### config.mk
export PLATFORM = sky130hd
export DESIGN_NAME = toy_cpu_sequencer
export DESIGN_NICKNAME = d
export VERILOG_FILES = /design/src/rtl/toy_cpu_sequencer.sv
export SDC_FILE = /design/constraint.sdc
export NUM_CORES = 1
export LEC_CHECK = 0
export ABC_CLOCK_PERIOD_IN_PS = 3300
export BUFFER_PORTS_ARGS = -buffer_cell sky130_fd_sc_hd__buf_2
export CAP_MARGIN = 5
export CORE_MARGIN = 10
export CORE_UTILIZATION = 55
export DETAILED_ROUTE_END_ITERATION = 10
export HOLD_SLACK_MARGIN = 0.06
export PLACE_DENSITY = 0.85
export RECOVER_POWER = 100
export SETUP_SLACK_MARGIN = 0.02
export SLEW_MARGIN = 20
export SYNTH_ARGS = -nofsm -noshare
export SYNTH_HDL_FRONTEND = slang
export SYNTH_SLANG_ARGS = --single-unit
### constraint.sdc
create_clock -name ck -period 3.3 [get_ports ck]
set_input_delay 0.66 -clock ck [delete_from_list [all_inputs] [get_ports ck]]
set_output_delay 0.66 -clock ck [all_outputs]
set_load 0.005 [all_outputs]
### src/rtl/toy_cpu_sequencer.sv
// Run controller for the 4-bit toy CPU: issues one datapath clock-enable per
// instruction slot, owns the program memory port while loading, and stops the
// run on a self-jump, an instruction budget or a host HALT.
module toy_cpu_sequencer #(
    parameter int STRIDE   = 2,    // cycles per instruction slot (2..16)
    parameter int MAX_INSN = 255,  // instruction budget per RUN
    parameter int CNT_W    = 8     // width of insn_cnt, MAX_INSN < 2**CNT_W
) (
    input  logic             ck,
    input  logic             rst_n,
    input  logic             cmd_valid,
    input  logic [1:0]       cmd,
    output logic             cmd_ready,
    input  logic             wr_valid,
    input  logic [3:0]       wr_ad,
    input  logic [7:0]       wr_data,
    output logic             wr_ready,
    input  logic [3:0]       pc,
    input  logic [3:0]       op,
    input  logic [3:0]       im,
    output logic             ce,
    output logic             pc_clr,
    output logic             mem_sel,
    output logic             mem_we,
    output logic [3:0]       mem_ad,
    output logic [7:0]       mem_wd,
    output logic             busy,
    output logic             halted,
    output logic             timeout,
    output logic [CNT_W-1:0] insn_cnt
);

    localparam int SLOT_W = (STRIDE > 2) ? $clog2(STRIDE) : 1;
    localparam logic [SLOT_W-1:0] SLOT_LAST = SLOT_W'(STRIDE - 1);
    localparam logic [CNT_W-1:0]  BUDGET    = CNT_W'(MAX_INSN);

    typedef enum logic [1:0] {S_IDLE, S_RUN, S_STEP, S_LOAD} state_e;
    typedef enum logic [1:0] {CMD_RUN = 2'd0, CMD_STEP = 2'd1,
                              CMD_HALT = 2'd2, CMD_LOAD = 2'd3} cmd_e;

    state_e              state_q, state_d;
    logic [SLOT_W-1:0]   slot_q, slot_d;
    logic [3:0]          wr_cnt_q, wr_cnt_d;
    logic                load_done_q, load_done_d;

    logic                ce_d, pc_clr_d, mem_we_d, halted_d, timeout_d;
    logic [3:0]          mem_ad_d;
    logic [7:0]          mem_wd_d;
    logic [CNT_W-1:0]    insn_cnt_d;

    cmd_e                cmd_c;
    logic                cmd_acc, wr_acc, self_jump, budget_hit;

    assign cmd_c      = cmd_e'(cmd);
    assign cmd_acc    = cmd_valid && cmd_ready;
    assign wr_acc     = wr_valid && wr_ready;
    assign self_jump  = (op == 4'b1111) && (im == pc);
    assign budget_hit = (insn_cnt == BUDGET);

    // Next-state and next-output decode for the run/step/load controller.
    // NOTE: every variable gets its default before the case statement so no
    // path through the block leaves one unassigned and a latch is never inferred.
    always_comb begin
        state_d     = state_q;
        slot_d      = slot_q;
        wr_cnt_d    = wr_cnt_q;
        load_done_d = load_done_q;
        ce_d        = 1'b0;
        pc_clr_d    = 1'b0;
        mem_we_d    = 1'b0;
        mem_ad_d    = mem_ad;
        mem_wd_d    = mem_wd;
        halted_d    = halted;
        timeout_d   = timeout;
        insn_cnt_d  = insn_cnt;

        unique case (state_q)
            S_IDLE: begin
                if (cmd_acc) begin
                    unique case (cmd_c)
                        CMD_RUN: begin
                            state_d    = S_RUN;
                            slot_d     = '0;
                            insn_cnt_d = '0;
                            halted_d   = 1'b0;
                            timeout_d  = 1'b0;
                        end
                        CMD_STEP: begin
                            state_d = S_STEP;
                            slot_d  = '0;
                        end
                        CMD_LOAD: begin
                            state_d     = S_LOAD;
                            wr_cnt_d    = '0;
                            load_done_d = 1'b0;
                        end
                        default: ;  // HALT while idle is a no-op
                    endcase
                end
            end

            S_RUN, S_STEP: begin
                if (state_q == S_RUN && cmd_acc && cmd_c == CMD_HALT) begin
                    // Host stop wins over the slot-0 test: no CE, no flag.
                    state_d = S_IDLE;
                end else if (slot_q == '0) begin
                    if (self_jump || budget_hit) begin
                        halted_d  = halted  | self_jump;
                        timeout_d = timeout | budget_hit;
                        state_d   = S_IDLE;
                    end else begin
                        ce_d       = 1'b1;
                        insn_cnt_d = (insn_cnt == '1) ? insn_cnt : insn_cnt + CNT_W'(1);
                        slot_d     = SLOT_W'(1);
                    end
                end else if (slot_q == SLOT_LAST) begin
                    slot_d = '0;
                    if (state_q == S_STEP) begin
                        state_d = S_IDLE;
                    end
                end else begin
                    slot_d = slot_q + SLOT_W'(1);
                end
            end

            S_LOAD: begin
                if (!load_done_q) begin
                    if (wr_acc) begin
                        mem_we_d = 1'b1;
                        mem_ad_d = wr_ad;
                        mem_wd_d = wr_data;
                        wr_cnt_d = wr_cnt_q + 4'd1;
                    end
                    // Stay one more cycle so the last captured word is written
                    // while the memory port still belongs to the loader.
                    if ((wr_acc && wr_cnt_q == 4'd15) || (cmd_acc && cmd_c == CMD_HALT)) begin
                        load_done_d = 1'b1;
                    end
                end else begin
                    state_d     = S_IDLE;
                    load_done_d = 1'b0;
                    pc_clr_d    = 1'b1;
                    insn_cnt_d  = '0;
                    halted_d    = 1'b0;
                    timeout_d   = 1'b0;
                end
            end

            default: state_d = S_IDLE;
        endcase
    end

    // State and output registers; reset aborts any run or pending write.
    // NOTE: sequential state uses non-blocking assignments so every register
    // samples the pre-edge values regardless of statement order.
    always_ff @(posedge ck) begin
        if (!rst_n) begin
            state_q     <= S_IDLE;
            slot_q      <= '0;
            wr_cnt_q    <= '0;
            load_done_q <= 1'b0;
            cmd_ready   <= 1'b0;
            wr_ready    <= 1'b0;
            ce          <= 1'b0;
            pc_clr      <= 1'b1;
            mem_sel     <= 1'b0;
            mem_we      <= 1'b0;
            mem_ad      <= '0;
            mem_wd      <= '0;
            busy        <= 1'b0;
            halted      <= 1'b0;
            timeout     <= 1'b0;
            insn_cnt    <= '0;
        end else begin
            state_q     <= state_d;
            slot_q      <= slot_d;
            wr_cnt_q    <= wr_cnt_d;
            load_done_q <= load_done_d;
            cmd_ready   <= (state_d != S_STEP);
            wr_ready    <= (state_d == S_LOAD) && !load_done_d;
            ce          <= ce_d;
            pc_clr      <= pc_clr_d;
            mem_sel     <= (state_d == S_LOAD);
            mem_we      <= mem_we_d;
            mem_ad      <= mem_ad_d;
            mem_wd      <= mem_wd_d;
            busy        <= (state_d != S_IDLE);
            halted      <= halted_d;
            timeout     <= timeout_d;
            insn_cnt    <= insn_cnt_d;
        end
    end

endmodule

; Word-level counts from Yosys, hierarchy flattened
; Cells that the tools add are included.
[classes]
addsub = 2
eq_ne = 24
n_mux = 46
bitwise = 6
n_reduce_logical = 25
[op_table]
columns = operator, count
row1 = 2-to-1 mux 8 bit, 7
row2 = case mux 8 bit (3 select lines), 1
row3 = != test 2 bit (second input constant), 11
row4 = 2-to-1 mux 1 bit, 21
row5 = 2-to-1 mux 4 bit, 4
row6 = 2-to-1 mux 2 bit, 6
row7 = case mux 2 bit (3 select lines), 2
row8 = equality test 2 bit (second input constant), 5
row9 = adder 8 x 1 -> 8 bit (second input constant), 1
row10 = equality test 4 bit (second input constant), 2
row11 = equality test 8 bit (second input constant), 1
row12 = logical AND 1 bit, 8
row13 = case mux 4 bit (2 select lines), 1
row14 = AND reduction 7 bit, 1
row15 = case mux 1 bit (3 select lines), 2
row16 = AND reduction 6 bit, 1
row17 = nonzero test 2 bit, 3
row18 = OR reduction 3 bit, 2
row19 = AND reduction 5 bit, 1
row20 = adder 4 x 1 -> 4 bit (second input constant), 1
row21 = equality test 2 x 1 -> 1 bit (second input constant), 2
row22 = equality test 4 bit, 1
row23 = zero test 2 bit, 2
row24 = != test 2 x 1 -> 1 bit (second input constant), 2
row25 = other kinds (8), 15
[totals]
reg_bits = 37
in_bits = 30
out_inout_bits = 29
word_cells = 119

; Depth between registers and ports, before layout
[logic_depth]
depth_word = 9
depth_mapped = 8
depth_no_buf = 7

; Least setup slack after synthesis
; No wires, ideal clock.
[synth_timing]
path_kind = input to register
from = input cmd[0]
to = register insn_cnt[5]
setup_ns = 0.123
arrival_ns = 1.984
t_required_ns = 3.177
slack_ns = 1.193
path_stages = 8
path_buffers = 1
cell_sequence = inv_1 -> ha_1 -> nand4_1 -> a21o_1 -> nand2_2 -> buf_4 -> nor4_2 -> mux2_1
[synth_between]
elab_chain_len = 4
word_cells_on_any_way = 6
cone_classes = 3 x eq/ne / 3 x reduce/logical
[synth_lines]
columns = item, line_no
row1 = start: declaration, 12  ; input logic [1:0] cmd,
row2 = equality test 2 bit, 103  ; if (state_q == S_RUN && cmd_acc && cmd_c == CMD_HALT) begin
row3 = logical AND 1 bit, 103
row4 = != test 2 bit (no line), n/a
row5 = AND reduction 7 bit (no line) *, n/a
row6 = end signal: assignment, 190  ; insn_cnt <= insn_cnt_d;
row7 = end: declaration, 30  ; output logic [CNT_W-1:0] insn_cnt
; Every way passes the cells marked *; elsewhere a longest branch is shown, timed or not.
; A chain may end at the register's enable or synchronous reset.

; Worst setup path after layout
[layout_timing]
from = register state_q[1]
to = register insn_cnt[5]
[layout_between]
elab_chain_len = 5
word_cells_on_any_way = 16
cone_classes = 10 x eq/ne / 1 x mux / 5 x reduce/logical
[layout_lines]
columns = item, line_no
row1 = start: declaration, 41  ; state_e state_q, state_d;
row2 = start signal: assignment, 175  ; state_q <= state_d;
row3 = equality test 2 x 1 -> 1 bit, "77, 103"
row4 = logical AND 1 bit (2 in a row), 103
row5 = != test 2 bit (no line), n/a
row6 = AND reduction 7 bit (no line), n/a
; Parallel ways exist; a longest one is shown, timed or not.

==> flow_summary.yaml <==
outcome:
  status: "completed"
synth:
  synth_common_cells: "dfxtp_1 (37), nand2_1 (36), a21oi_1 (25)"
  synth-async-reset-ratio_pct: 0
  synth_cell_types: 48
  syn_nets: 270
  syn_inst: 228
  ys_seq_area_share_pct: 38.6
  synth_most_common_cell: "dfxtp_1"
  synthTopCellsByArea: "dfxtp_1 (39%), ha_1 (7.8%), nand2_1 (7.0%)"
  yosysTopAreaCellShare_pct: 38.6
  yosys.area.top_type: "dfxtp_1"
  synth_area_sq_mm: 0.00192
  avgSynthCellArea_sq_um: 8.41
  ys_ff_latch: 37
  synth_ff_type: "dfxtp_1"
  synth_edf_count: 0
  ys_warn_count: 0
critical_path:
  arrival_ns: 2.67
  crit_path_end_kind: "flop"
  path_class: "flop to flop"
  required_ns: 3.56
  crit_path_start_kind: "flop"
  cp_max_fo: 13
timing:
  fmax_mhz: 415
  tns_ns: 0
  slew_viol_final: 0
  fin_crit_ns: 2.41
  hold_violations: 0
  report.final.setup_viol: 0
  worst_slack_ns: 0.890
  finClkSkew_ns: 0.0199
  relSlewSlack_pct: 63.0
  tightest_slew_ns: 0.555
  fin_hold_ws_ns: 0.462
  rsz0062_at_grt: "no"
  finalCritPeriodShare_pct: 73.0
clock_network:
  numClockSinks: 37
  clk_path_buf_depth: 2
  clk_pin_slew_worst_paths_ns: 0.12
  clk_latency_ns: 0.36
  cts_tree: "done"
  postCtsResizedCells: 0
  cts-root-buf: "clkbuf_4"
  post-cts-setup-buffer-count: 0
  numCtsBuffers: 5
  htree_levels: 2
  cts_hold_buf: 0
layout:
  fin_cells: 333
  fin_area_sq_mm: 0.00227
  diodes: 0
  fin_nets: 328
  drive_gt1_share_pct: 17.1
  syn_to_final_growth_pct: 18.5
  fillers: 324
drt:
  drc_errors: 0
  vias: 1807
  drt-wirelength-per-cell_um: 14.0
  dr.first_iter.drc_count: 140
  drt-total-wl_um: 4650
  first_pass_iters: 5
  ant_nets: 0
  vias_per_cell: 5.43
power:
  power.density_mw_per_mm2: 518
  internal_power_w: 0.000776
  clock_power_share_pct: 28.7
  ir_drop_uv: 436
  seqPwrFrac_pct: 42.9
  p_leak_nw: 0.910
  switching_share_pct: 34.0
  pwr-share-comb_pct: 28.4
  switchingPower_w: 0.000400
place:
  dpl_cell_area_sq_mm: 0.00223
  dp_cells: 325
  dpl_worst_slack_ns: 0.955
  port_buffers: 58
  dpl.hpwl_um: 3530
  finalWeightedCongestion: 0.898
die:
  core_area_sq_mm: 0.00336
  row_count: 21
  dieArea_sq_mm: 0.00625
  pin_count: 59
  dieWidth_um: 79.0
  die_h_um: 79.0
  initial_core_util_pct: 57.0
worst_hold_path:
  hp-class: "flop to flop"
global_route:
  grt_max_degree: 16
  grt_use_total_pct: 14.8
  grt_pass1_wl_um: 7670
  antenna_found_initial: 0
  grt-ovfl-total: 0
  grt_pass1_vias: 1708
flow_run:
  timing.max_cap.violations: 0
==> sequential cells by signal, summed over array words and instances, names as in the netlist, 2 cells and up <==
signal    count
insn_cnt      8
mem_wd        8
mem_ad        4
wr_cnt_q      4
state_q       2
==> worst paths after layout <==
| kind | from | endpoint | slack (ns) | depth (start not counted) |
|---|---|---|---|---|
| worst max-delay path | state_q[1]$_SDFF_PN0_ | insn_cnt[5]$_SDFFE_PN0P_ | 0.89 | 7 |
| worst min-delay path | mem_ad[2]$_SDFFE_PN0P_ | mem_ad[2]$_SDFFE_PN0P_ | 0.46 | 2 |
| worst max register to register | state_q[1]$_SDFF_PN0_ | insn_cnt[5]$_SDFFE_PN0P_ | 0.89 | 7 |
| worst min register to register | mem_ad[2]$_SDFFE_PN0P_ | mem_ad[2]$_SDFFE_PN0P_ | 0.46 | 2 |
==> final cells by class <==
type | instances | area (sq um) | area share [%]
multi-input combinational | 172 | 1070 | 47.2
timing repair buffer | 60 | 274 | 12.1
sequential | 37 | 741 | 32.6
clock inverter | 2 | 37.5 | 1.65
clock buffer | 6 | 51.3 | 2.26
inverter | 10 | 37.5 | 1.65
tap | 46 | 57.6 | 2.53
==> per-layer routing <==
metal  global-route usage (%)  wire, um  vias up
met4                     5.02        51        0
li1                         -         -      931
met2                     25.0      2270       38
met5                        0         0        -
met3                     5.29       244        6
met1                     16.8      2090      832
==> placed cells by master (no fill, tap or decap), types with 4 or more instances in the layout <==
| master | synthesis | final |
|---|---|---|
| clkbuf_4 | 0 | 5 |
| nand2b_1 | 5 | 5 |
| buf_2 | 1 | 36 |
| ha_1 | 12 | 12 |
| xor2_1 | 6 | 6 |
| a31oi_1 | 4 | 4 |
| a21oi_1 | 25 | 25 |
| dfxtp_1 | 37 | 37 |
| nor2_1 | 13 | 13 |
| or4_1 | 5 | 5 |
| o21ai_0 | 4 | 4 |
| nand4_1 | 6 | 6 |
| clkbuf_1 | 6 | 23 |
| nand2_1 | 36 | 37 |
| nand3_1 | 8 | 8 |
| o31ai_1 | 4 | 4 |
| inv_1 | 10 | 10 |
==> metrics by stage <==
step / util (%) / total power [W]
final: 67.5 / 0.00118
after global routing: 67.5 / 0.00125
after CTS: 69.0 / 0.00119
after detailed placement: 66.4 / 0.000852
after global placement: 66.4 / 0.000846
after floorplan: - / 0.000762
==> power groups by stage <==
stage / Clock (W) / Combinational (W) / Sequential (W)
2_1_floorplan: 0 / 0.000252 / 0.000511
3_3_place_gp: 0 / 0.000330 / 0.000515
3_5_place_dp: 0 / 0.000338 / 0.000514
4_1_cts: 0.000342 / 0.000341 / 0.000504
5_1_grt: 0.000362 / 0.000375 / 0.000510
6_report: 0.000338 / 0.000334 / 0.000505
==> worst max-delay path, stage by stage, from the launching register on <==
cell,delay [ns]
dfxtp_1,0.48
inv_1,0.15
ha_1,0.39
inv_1,0.22
a21o_1,0.13
nand2_1,0.23
nor4_1,0.36
mux2_1,0.35
==> cells by family (layout without fill, tap and decap cells) <==
kind of cell	count (synthesis)	after routing	share of synthesized area [%]
AO/OA/AOI/OAI	56	56	18.7
XOR/XNOR	6	6	2.74
adder cells (fa/ha/maj)	12	12	7.83
buffers and inverters	19	78	4.37
flip-flops	37	37	38.6
multiplexers	3	3	1.63
AND/OR/NAND/NOR	95	95	26.0
Power figures use the tool's default switching activity.
